## src/rtl/uart_pkg.sv

```systemverilog
// ============================================================================
// uart_pkg : shared UART constants, receiver state encoding, divisor helper
// Revision : 1.0
// ============================================================================
`default_nettype none

package uart_pkg;

  localparam int OVS        = 16;
  localparam int MID_SAMPLE = 7;
  localparam int DATA_BITS  = 8;

  typedef enum logic [2:0] {
    ST_IDLE  = 3'd0,
    ST_START = 3'd1,
    ST_DATA  = 3'd2,
    ST_STOP  = 3'd3,
    ST_BREAK = 3'd4
  } rx_state_e;

  // Clocks per oversample tick, integer-truncated; the transmitter uses the same rounding.
  function automatic int calc_div(input int clk_hz, input int baud);
    return clk_hz / (baud * OVS);
  endfunction

endpackage

`default_nettype wire

```

## src/rtl/uart_rx_core_if.sv

```systemverilog
// ============================================================================
// uart_rx_core_if : serial line in, received byte out over valid/ready
// Revision : 1.0
// ============================================================================
`default_nettype none

interface uart_rx_core_if;

  logic       rx;
  logic       rx_ready;
  logic [7:0] rx_data;
  logic       rx_valid;
  logic       frame_err;
  logic       overrun;
  logic       rx_busy;

  modport slave (
    input  rx, rx_ready,
    output rx_data, rx_valid, frame_err, overrun, rx_busy
  );

  modport master (
    output rx, rx_ready,
    input  rx_data, rx_valid, frame_err, overrun, rx_busy
  );

endinterface

`default_nettype wire

```

## src/rtl/uart_rx_tick.sv

```systemverilog
// ============================================================================
// uart_rx_tick : oversample tick divider with synchronous restart
// Revision : 1.0
// ============================================================================
`default_nettype none

module uart_rx_tick #(
  parameter int DIV = 27
) (
  input  logic clk_50,
  input  logic clr,
  input  logic restart_i,
  output logic tick_o
);

  localparam int CW = (DIV > 1) ? $clog2(DIV) : 1;
  localparam logic [CW-1:0] LAST = CW'(DIV - 1);

  logic [CW-1:0] cnt_q, cnt_d;

  always_comb begin
    tick_o = !restart_i && (cnt_q == LAST);
    cnt_d  = cnt_q + CW'(1);
    if (restart_i || tick_o) begin
      cnt_d = '0;
    end
  end

  always_ff @(posedge clk_50 or posedge clr) begin
    if (clr) begin
      cnt_q <= '0;
    end else begin
      cnt_q <= cnt_d;
    end
  end

endmodule

`default_nettype wire

```

## src/rtl/uart_rx_core.sv

```systemverilog
// ============================================================================
// uart_rx_core : 8N1 UART receiver, 16x oversampled, framing/overrun flags
// Revision : 1.0
// ============================================================================
`default_nettype none

module uart_rx_core
  import uart_pkg::*;
#(
  parameter int CLK_HZ = 50000000,
  parameter int BAUD   = 115200,
  parameter int DIV    = calc_div(CLK_HZ, BAUD)
) (
  input  logic            clk_50,
  input  logic            clr,
  uart_rx_core_if.slave   bus
);

  if (DIV < 1) begin : g_div_check
    $error("uart_rx_core: DIV must be >= 1");
  end

  localparam logic [3:0] SCNT_MID  = 4'(MID_SAMPLE);
  localparam logic [3:0] SCNT_LAST = 4'(OVS - 1);
  localparam logic [2:0] BCNT_LAST = 3'(DATA_BITS - 1);

  rx_state_e            state_q, state_d;
  logic [1:0]           sync_q;
  logic [3:0]           scnt_q, scnt_d;
  logic [2:0]           bcnt_q, bcnt_d;
  logic [DATA_BITS-1:0] shift_q, shift_d;
  logic [7:0]           data_q, data_d;
  logic                 valid_q, valid_d;
  logic                 ferr_q, ferr_d;
  logic                 ovr_q, ovr_d;

  logic rx_s;
  logic tick;
  logic tick_restart;

  assign rx_s         = sync_q[1];
  assign tick_restart = (state_q == ST_IDLE);

  // Holding the divider in IDLE phase-aligns every tick to the detected start edge.
  uart_rx_tick #(
    .DIV (DIV)
  ) u_tick (
    .clk_50    (clk_50),
    .clr       (clr),
    .restart_i (tick_restart),
    .tick_o    (tick)
  );

  always_comb begin
    state_d = state_q;
    scnt_d  = scnt_q;
    bcnt_d  = bcnt_q;
    shift_d = shift_q;
    data_d  = data_q;
    valid_d = valid_q;
    ferr_d  = 1'b0;
    ovr_d   = 1'b0;

    if (valid_q && bus.rx_ready) begin
      valid_d = 1'b0;
    end

    case (state_q)
      ST_IDLE: begin
        scnt_d = '0;
        if (!rx_s) begin
          state_d = ST_START;
        end
      end
      ST_START: begin
        if (tick) begin
          scnt_d = scnt_q + 4'd1;
          if (scnt_q == SCNT_MID) begin
            if (!rx_s) begin
              state_d = ST_DATA;
              scnt_d  = '0;
              bcnt_d  = '0;
            end else begin
              state_d = ST_IDLE;
            end
          end
        end
      end
      ST_DATA: begin
        if (tick) begin
          scnt_d = scnt_q + 4'd1;
          if (scnt_q == SCNT_LAST) begin
            shift_d = {rx_s, shift_q[DATA_BITS-1:1]};
            bcnt_d  = bcnt_q + 3'd1;
            if (bcnt_q == BCNT_LAST) begin
              state_d = ST_STOP;
            end
          end
        end
      end
      ST_STOP: begin
        if (tick) begin
          scnt_d = scnt_q + 4'd1;
          if (scnt_q == SCNT_LAST) begin
            if (rx_s) begin
              state_d = ST_IDLE;
              // A consumer taking the old byte this cycle frees the slot for the new one.
              if (!valid_q || bus.rx_ready) begin
                data_d  = shift_q;
                valid_d = 1'b1;
              end else begin
                ovr_d = 1'b1;
              end
            end else begin
              state_d = ST_BREAK;
              ferr_d  = 1'b1;
            end
          end
        end
      end
      ST_BREAK: begin
        if (rx_s) begin
          state_d = ST_IDLE;
        end
      end
      default: begin
        state_d = ST_IDLE;
      end
    endcase
  end

  always_ff @(posedge clk_50 or posedge clr) begin
    if (clr) begin
      state_q <= ST_IDLE;
      sync_q  <= 2'b11;
      scnt_q  <= '0;
      bcnt_q  <= '0;
      shift_q <= '0;
      data_q  <= '0;
      valid_q <= 1'b0;
      ferr_q  <= 1'b0;
      ovr_q   <= 1'b0;
    end else begin
      state_q <= state_d;
      sync_q  <= {sync_q[0], bus.rx};
      scnt_q  <= scnt_d;
      bcnt_q  <= bcnt_d;
      shift_q <= shift_d;
      data_q  <= data_d;
      valid_q <= valid_d;
      ferr_q  <= ferr_d;
      ovr_q   <= ovr_d;
    end
  end

  assign bus.rx_data   = data_q;
  assign bus.rx_valid  = valid_q;
  assign bus.frame_err = ferr_q;
  assign bus.overrun   = ovr_q;
  assign bus.rx_busy   = (state_q != ST_IDLE);

endmodule

`default_nettype wire
```

## src/flat_wrapper.sv

```systemverilog
// flat-port wrapper written by rule: the top's interface ports become plain ports
module uart_rx_core_flat import uart_pkg::*;
#(
  parameter int CLK_HZ = 50000000,
  parameter int BAUD   = 115200,
  parameter int DIV    = calc_div(CLK_HZ, BAUD)
)
  (clk_50, clr, bus_rx, bus_rx_ready, bus_rx_data, bus_rx_valid, bus_frame_err, bus_overrun, bus_rx_busy);
  uart_rx_core_if bus_i ();
  input  logic clk_50;
  input  logic clr;
  input wire logic [$bits(bus_i.rx)-1:0] bus_rx;
  input wire logic [$bits(bus_i.rx_ready)-1:0] bus_rx_ready;
  output wire logic [$bits(bus_i.rx_data)-1:0] bus_rx_data;
  output wire logic [$bits(bus_i.rx_valid)-1:0] bus_rx_valid;
  output wire logic [$bits(bus_i.frame_err)-1:0] bus_frame_err;
  output wire logic [$bits(bus_i.overrun)-1:0] bus_overrun;
  output wire logic [$bits(bus_i.rx_busy)-1:0] bus_rx_busy;
  assign bus_i.rx = bus_rx;
  assign bus_i.rx_ready = bus_rx_ready;
  assign bus_rx_data = bus_i.rx_data;
  assign bus_rx_valid = bus_i.rx_valid;
  assign bus_frame_err = bus_i.frame_err;
  assign bus_overrun = bus_i.overrun;
  assign bus_rx_busy = bus_i.rx_busy;
  uart_rx_core #(.CLK_HZ(CLK_HZ), .BAUD(BAUD), .DIV(DIV)) u_core (.clk_50(clk_50), .clr(clr), .bus(bus_i));
endmodule
```

## config.mk

```make
export PLATFORM = sky130hd
export DESIGN_NAME = uart_rx_core_flat
export DESIGN_NICKNAME = d
export VERILOG_FILES = /design/src/rtl/uart_pkg.sv /design/src/rtl/uart_rx_core_if.sv /design/src/rtl/uart_rx_tick.sv /design/src/rtl/uart_rx_core.sv /design/src/flat_wrapper.sv
export SDC_FILE = /design/constraint.sdc
export NUM_CORES = 1
export LEC_CHECK = 0
export ABC_AREA = 1
export BUFFER_PORTS_ARGS = -buffer_cell sky130_fd_sc_hd__buf_4
export CORE_UTILIZATION = 38
export CTS_CLUSTER_SIZE = 8
export DETAILED_ROUTE_END_ITERATION = 8
export GPL_TIMING_DRIVEN = 0
export PLACE_DENSITY = 0.54
export SYNTH_ARGS = -nofsm -noshare
export SYNTH_HDL_FRONTEND = slang
export SYNTH_SLANG_ARGS = --single-unit
```

## constraint.sdc

```tcl
create_clock -name clk_50 -period 1.4 [get_ports clk_50]
set_input_delay 0.28 -clock clk_50 [delete_from_list [all_inputs] [get_ports clk_50]]
set_output_delay 0.28 -clock clk_50 [all_outputs]
set_load 0.03 [all_outputs]
```

=== After elaboration in Yosys (flattened, before gate mapping) ===
Cells that the tools add are included.

* Logic and storage cells: 87
* Output and inout bits: 12
* Bits of input ports: 4
* Register bits: 36

* Equal/unequal tests: 19
* Reductions and logical operators: 16
* Mux-type cells: 39
* Add/subtract/negate cells: 3

{| class="wikitable"
|+ Operators by type and width
! cell !! count
|-
| $mux W3 || 15
|-
| $ne A2 B1 Y1 const B || 9
|-
| $mux W4 || 4
|-
| $mux W1 || 15
|-
| $pmux W3 S5 || 1
|-
| $pmux W4 S3 || 1
|-
| $reduce_and A9 Y1 || 1
|-
| $eq A3 B2 Y1 const B || 2
|-
| $eq A3 B3 Y1 const B || 2
|-
| $pmux W3 S2 || 1
|-
| $reduce_and A3 Y1 || 2
|-
| $reduce_and A6 Y1 || 1
|-
| $reduce_bool A3 Y1 || 2
|-
| $add A5 B1 Y5 const B || 1
|-
| $eq A5 B5 Y1 const B || 1
|-
| $mux W5 || 1
|-
| $reduce_and A5 Y1 || 1
|-
| $add A4 B1 Y4 const B || 1
|-
| $eq A4 B3 Y1 const B || 1
|-
| $eq A4 B4 Y1 const B || 1
|-
| $ne A2 B2 Y1 const B || 2
|-
| $add A3 B1 Y3 const B || 1
|-
| $eq A3 B1 Y1 const B || 1
|-
| $logic_not A3 Y1 || 1
|-
| other kinds (6) || 9
|}

=== Longest topological paths before layout ===
Gate-level depths: netlist of run 1.

* Depth after elaboration: 7
* Mapped depth: 10
* Depth with buffers taken out: 9

=== Modules after synthesis ===
Synthesis of run 1 repeated with hierarchy kept, for this count alone.

* Cells, all modules: 203
* Area, all modules: 1757.9 um2

{| class="wikitable"
|+ Modules (own cells, without submodules)
! module !! sequential area each (um2) !! instances !! cells each !! area each (um2)
|-
| uart_rx_core || 778.2 || 1 || 171 || 1493.9
|-
| uart_rx_tick || 125.1 || 1 || 32 || 264.0
|}

=== Worst setup path before layout of run 1 ===
No wires, ideal clock.

* Path kind: reg-to-reg
* From: reg u_core.u_tick.cnt_q[0]
* To: reg u_core.data_q[0], in the netlist u_core.bus.rx_data[0]
* Required time: 1.281 ns
* Setup slack: -0.075 ns
* Stages on the path, launching flop included: 11
* Arrival: 1.357 ns
* Clock period less this slack: 1.475 ns
* Cell sequence: dfrtp_1 inv_1 ha_1 nand2_1 nor2_4 nand3_4 inv_2 nand3_4 buf_6 nand2_1 o21ai_2

* Word-level cells in the longest chain between the ends: 3

{| class="wikitable"
|+ RTL lines
! item !! RTL line !! text
|-
| from (decl) || uart_rx_tick.sv:19 || <nowiki>logic [CW-1:0] cnt_q, cnt_d;</nowiki>
|-
| from (signal assigned) || uart_rx_tick.sv:33 || <nowiki>cnt_q <= cnt_d;</nowiki>
|-
| $eq A5 B5 Y1 || uart_rx_tick.sv:22 || <nowiki>tick_o = !restart_i && (cnt_q == LAST);</nowiki>
|-
| $logic_and A1 B1 Y1 || uart_rx_tick.sv:22 ||
|-
| $reduce_and A5 Y1 (no source line) || n/a ||
|-
| to (signal assigned) || uart_rx_core.sv:149 || <nowiki>data_q <= data_d;</nowiki>
|-
| to (decl) || uart_rx_core.sv:32 || <nowiki>logic [7:0] data_q, data_d;</nowiki>
|}

Every way passes these cells.
A chain may end at the register's enable or synchronous reset.

=== Worst setup path after layout of run 1 ===
* From: reg u_core.state_q[2]
* To: reg u_core.data_q[0], in the netlist u_core.bus.rx_data[0]

* Word-level cells in the longest chain between the ends: 4
* Elaborated cells between the ends (all ways): 5
* Classes of those cells: 1 x eq/ne; 4 x reduce/logical

{| class="wikitable"
|+ RTL lines
! item !! RTL line !! text
|-
| from (decl) || uart_rx_core.sv:27 || <nowiki>rx_state_e state_q, state_d;</nowiki>
|-
| from (signal assigned) || uart_rx_core.sv:144 || <nowiki>state_q <= state_d;</nowiki>
|-
| $logic_not A3 Y1 || uart_rx_core.sv:42 || <nowiki>assign tick_restart = (state_q == ST_IDLE);</nowiki>
|-
| $logic_not A1 Y1 || uart_rx_tick.sv:22 ||
|-
| $logic_and A1 B1 Y1 || uart_rx_tick.sv:22 ||
|-
| $reduce_and A5 Y1 (no source line) * || n/a ||
|}

Mark *: on every way between the ends. The rest lies on a longest branch, timed or not.

==> out/metrics.cfg, run 1 <==
[floorplan]
die_w_um=69.8
rows=24
io_pins=16
start_util_pct=39.8
die_h_um=69.8
dieArea_um2=4870
coreArea_um2=4380

[global_routing]
grt_pass1_wl_um=5910
grt_max_degree=37
antenna_found_initial=0
grt_pass1_vias=1360
grt_usage_pct=15.0
gr-total-overflow=0

[sta]
fin_crit_sh_pct=110
hold_viol_final=0
setup_ws_ns=-0.140
finalMaxSlewViolations=0
slew_headroom_pct=50.2
worst_slew_pin_slew_ns=0.745
setup_viol=23
fmax_mhz=649
layout_min_cycle_time_ns=1.54
skew_ns=0.00591
rsz0062_at_grt=true

[power]
pwr-share-clk_pct=38.8
irDropWorstVdd_uv=296
p_per_area_nw_per_um2=745
p_seq_share_pct=59.5
leakage_nw=1.13
p_sw_w=0.000374
internal_power_w=0.00139
switching_share_pct=21.2
p_comb_share_pct=1.7

[worst_setup_path]
reg2reg_depth=7
end_kind=flop
critical_path.max_fanout=8
cp_data_arrival_time_ns=1.71
cp.required_ns=1.57
startpoint_type=flop
path_class=reg -> reg

[yosys]
synth_common_cells=nand2_1 (45), dfrtp_1 (34), inv_1 (20), nand3_1 (16), nor2_1 (15)
syn_inst=191
synth_area_leaders=dfrtp_1 (49%), nand2_1 (9.7%), nand3_1 (4.6%)
ys_seq_area_share_pct=51.8
async_flop_share_pct=100
synth.distinct_cells=29
ys_ff_latch=36
synth_top_area_cell=dfrtp_1
dominantRegCellSynth=dfrtp_1
synthesis.area_um2=1750
synth.most_common_cell=nand2_1
synth_nets=200
yosys_warnings=0
synth-edff-count=0
synth_area_per_cell_um2=9.14
synth_top_cell_area_share_pct=48.7

[finish]
seq_area_um2=903
nFillCells=387
syn2layout_area_growth_pct=35.6
final_cells=283
nets=240
diodes=0
multi_input_area_um2=893
drive_gt1_share_pct=45.0

[drt]
drt_first_pass_iters=4
antenna_left=0
num_vias=1388
routedWlPerCell_um=12.7
routed_wl_um=3610
drc=0
vias_per_cell=4.90
drt_iter0_drc=50

[worst_hold_path]
holdPathStages=1
hold_path.class=in -> reg

[placed_design]
dp_slack_ns=-0.225
portBuffers=15
gp_congestion=0.829
place_hpwl_um=2280
dp_cells=258

[run]
max-cap-violations=0

[status]
violations=negative setup slack
status=finished with violations

[cts]
worstSkewPairLatency_ns=0.28
htree_levels=2
cts_tree=built
clockBufferDepth=2
cts_hold_buffers=0
cts.sinks=36
clk_pin_slew_worst_paths_ns=0.07
numCtsBuffers=5
root_buffer=clkbuf_8

[critical path, stage by stage, from the launching register on]
cell and delay, ns:
dfrtp_1 0.46, inv_4 0.16, nand3_2 0.16, nor2_2 0.18
nand3_4 0.17, buf_8 0.19, nand2_2 0.06, o21ai_2 0.04
[sequential cells by signal, summed over array words and instances (netlist names)]
signal	count
u_core.bcnt_q	3
u_core.bus.frame_err	1
u_core.bus.overrun	1
u_core.bus.rx_data	8
u_core.bus.rx_valid	1
u_core.scnt_q	4
u_core.shift_q	8
u_core.state_q	3
u_core.sync_q	2
u_core.u_tick.cnt_q	5
[logic make-up after synthesis]
| family | after synthesis | share of synthesized area [%] |
|---|---|---|
| AO/OA/AOI/OAI | 26 | 9.46 |
| XOR/XNOR | 3 | 1.51 |
| adder cells (fa/ha/maj) | 5 | 3.58 |
| buffers and inverters | 28 | 6.95 |
| flip-flops | 36 | 51.8 |
| AND/OR/NAND/NOR | 93 | 26.7 |
[placed cells by master (no fill, tap or decap), types with 7 or more instances in the layout]
master,Yosys,final
inv_1,20,18
o21ai_2,8,12
nor2_4,2,7
dfrtp_1,34,34
buf_6,2,8
buf_4,0,26
nand2_2,1,11
nand3_1,16,13
nor2_1,15,11
nand2_1,45,30
[per-layer routing]
| metal | vias to the layer above | track usage, % | wire (µm) |
|---|---|---|---|
| li1 | 686 | - | - |
| met1 | 670 | 19.3 | 1590 |
| met2 | 28 | 24.7 | 1850 |
| met3 | 4 | 4.07 | 143 |
| met4 | 0 | 4.67 | 31 |
| met5 | - | 0 | 0 |
[area by class of cell]
class | count | share of cell area (%)
Sequential cell | 36 | 38.2
Inverter | 25 | 4.18
Multi-Input combinational cell | 127 | 37.8
Timing Repair Buffer | 33 | 12.3
Clock inverter | 1 | 0.212
Buffer | 3 | 1.59
Clock buffer | 6 | 3.07
Tap cell | 52 | 2.75
[per-stage QoR]
stage                     util (%)  power [W]  cell area [µm²]  hold WS [ns]  TNS [ns]
after floorplan                  -    0.00108             1760         0.284   -0.0735
after global placement        44.2    0.00110             1940         0.346     -6.32
after detailed placement      44.2    0.00110             1940         0.347     -9.78
after CTS                     49.9    0.00178             2190        0.0967     -2.13
after global routing          54.0    0.00184             2370        0.0990     -4.75
final                         54.0    0.00176             2370         0.105     -2.13
[what timing repair did]
action / 4_1_cts / 5_1_grt
gates cloned: 1 / 1
setup buffers: 13 / 3
pin swaps: 5 / 7
endpoints found under the setup margin: 27 / 29
gates resized for setup: 14 / 41
[power by group through the flow]
stage / clock network [W] / logic, W / registers (W)
floorplan: 0 / 0.0000181 / 0.00107
global placement: 0 / 0.0000298 / 0.00107
detailed placement: 0 / 0.0000313 / 0.00107
CTS: 0.000705 / 0.0000316 / 0.00105
global route: 0.000751 / 0.0000366 / 0.00105
finish: 0.000684 / 0.0000306 / 0.00105
[path summary, 6_finish.rpt]
| check | end | start | slack (ns) |
|---|---|---|---|
| min in group asynchronous | u_core.bus.rx_data[7] | clr | 0.13 |
| setup / recovery | u_core.bus.rx_data[0] | u_core.state_q[2] | -0.14 |
| setup reg to reg | u_core.bus.rx_data[0] | u_core.state_q[2] | -0.14 |
| hold reg to reg | u_core.sync_q[1] | u_core.sync_q[0] | 0.36 |
| hold / removal | u_core.sync_q[0] | bus_rx | 0.10 |
| max in group asynchronous | u_core.state_q[0] | clr | 0.79 |
No activity file was read; power rests on OpenSTA's default activity.
==> run 2, diff against run 1 <==
==> constraint.sdc (replaced) <==
create_clock -name clk_50 -period 1.4 [get_ports clk_50]
set_input_delay 0.07 -clock clk_50 [delete_from_list [all_inputs] [get_ports clk_50]]
set_output_delay 0.07 -clock clk_50 [all_outputs]
set_load 0.03 [all_outputs]
==> out/metrics.cfg, run 2 (synthesized netlist as in run 1, its figures left out) <==
[cts]
root_buffer=clkbuf_8
numCtsBuffers=5
cts_tree=built
clockBufferDepth=2
worstSkewPairLatency_ns=0.28
clk_pin_slew_worst_paths_ns=0.07
cts.sinks=36
htree_levels=2

[sta]
slew_headroom_pct=50.3
layout_min_cycle_time_ns=1.54
tns_ns=-2.04
worst_slew_pin_slew_ns=0.744
skew_ns=0.00521
setup_viol=22
hold_viol_final=0
setup_ws_ns=-0.143
fin_crit_sh_pct=110
finalMaxSlewViolations=0
hold_ws_ns=0.108
rsz0062_at_grt=true
fmax_mhz=648

[placed_design]
dp_slack_ns=-0.157
gp_congestion=0.829
place_hpwl_um=2280
portBuffers=15
dp_cells=258

[drt]
routed_wl_um=3630
drt_first_pass_iters=4
vias_per_cell=4.90
drc=0
num_vias=1396
drt_iter0_drc=42
routedWlPerCell_um=12.7
antenna_left=0

[floorplan]
dieArea_um2=4870
start_util_pct=39.8
coreArea_um2=4380
io_pins=16
die_h_um=69.8
rows=24
die_w_um=69.8

[global_routing]
antenna_found_initial=0
grt_pass1_wl_um=5930
grt_usage_pct=15.1
gr-total-overflow=0
grt_max_degree=37
grt_pass1_vias=1366

[power]
irDropWorstVdd_uv=296
switching_share_pct=21.2
p_per_area_nw_per_um2=741
internal_power_w=0.00139
p_comb_share_pct=2.0
leakage_nw=1.13
p_seq_share_pct=59.3
p_sw_w=0.000375
pwr-share-clk_pct=38.7

[worst_setup_path]
cp.required_ns=1.57
cp_data_arrival_time_ns=1.72
path_class=reg -> reg
cp_slowest_stage_delay_ns=0.46
r2r-start=u_core.state_q[2]
startpoint_type=flop
crit_chain=inv_4 > nand3_2 > nor2_2 > nand3_4 > buf_8 > nand2_2 > o21ai_2
crit_start=u_core.state_q[2]
cpMaxStageDelayCell=dfrtp_1
critical_path.max_fanout=8
end_kind=flop
reg2reg_slack_ns=-0.14

[finish]
syn2layout_area_growth_pct=36.7
mostFrequentLayoutCells=dfrtp_1 (34), nand2_1 (30), buf_4 (26), inv_1 (18), nand3_1 (13)
diodes=0
nFillCells=388
final_cells=285
seq_area_um2=903
drive_gt1_share_pct=44.6
final_common_cell=dfrtp_1
nets=242
multi_input_area_um2=893
fin_util_pct=54.4

[worst_hold_path]
min_from=bus_rx_ready
hold_path.class=in -> reg

[status]
violations=negative setup slack
status=finished with violations

[run]
max-cap-violations=0

==> run 2: cell types whose count changed in the layout (fill, tap and decap cells not counted) <==
| cell | before | now |
|---|---|---|
| dlygate4sd3_1 | 0 | 2 |
==> run 2: per-stage QoR <==
| stage | cell area, µm² | power (W) |
|---|---|---|
| 2_1_floorplan | 1760 | 0.00108 |
| 3_3_place_gp | 1940 | 0.00110 |
| 3_5_place_dp | 1940 | 0.00110 |
| 4_1_cts | 2190 | 0.00179 |
| 5_1_grt | 2390 | 0.00184 |
| 6_report | 2390 | 0.00177 |
==> run 2: final timing paths <==
path,depth (start not counted),to
min reg2reg,0,u_core.sync_q[1]
min,4,u_core.bus.overrun
max in group asynchronous,3,u_core.state_q[0]
min in group asynchronous,3,u_core.bus.rx_data[7]
max,7,u_core.bus.rx_data[0]
max reg2reg,7,u_core.bus.rx_data[0]
==> run 2: power by group through the flow <==
| stage | Sequential [W] | Combinational, W | Clock, W |
|---|---|---|---|
| finish | 0.00105 | 0.0000350 | 0.000684 |
| global route | 0.00105 | 0.0000414 | 0.000751 |
| CTS | 0.00105 | 0.0000337 | 0.000705 |
| detailed placement | 0.00107 | 0.0000313 | 0 |
| global placement | 0.00107 | 0.0000298 | 0 |
| floorplan | 0.00107 | 0.0000181 | 0 |
==> run 2: repair_timing <==
action,in CTS,in global routing
setup endpoints to repair,26,29
pin swaps,5,7
gates cloned,1,1
hold buffers,1,1
hold endpoints to repair,1,20
resized for setup,13,42
buffers inserted,13,3
==> run 2: critical path: cells and delay by family, from the launching register on <==
| family | cells | cell delay [ns] |
|---|---|---|
| simple gates | 4 | 0.57 |
| compound gates | 1 | 0.04 |
| buf+inv | 2 | 0.35 |
| flops | 1 | 0.46 |
==> run 2: area by class of cell <==
class | instances | share of cell area (%)
inverter | 25 | 4.14
tap | 52 | 2.73
sequential | 36 | 37.9
timing repair buffer | 35 | 13.0
buffer | 3 | 1.57
multi-input combinational | 127 | 37.4
clock buffer | 6 | 3.04
clock inverter | 1 | 0.210
==> run 2: per-layer routing <==
layer  vias up  share of wire (%)  track usage [%]
li1        689                  -                -
met1       679                 45             19.3
met2        24                 51             24.9
met3         4                3.1             4.07
met4         0               0.74             4.67
met5         -                  0                0
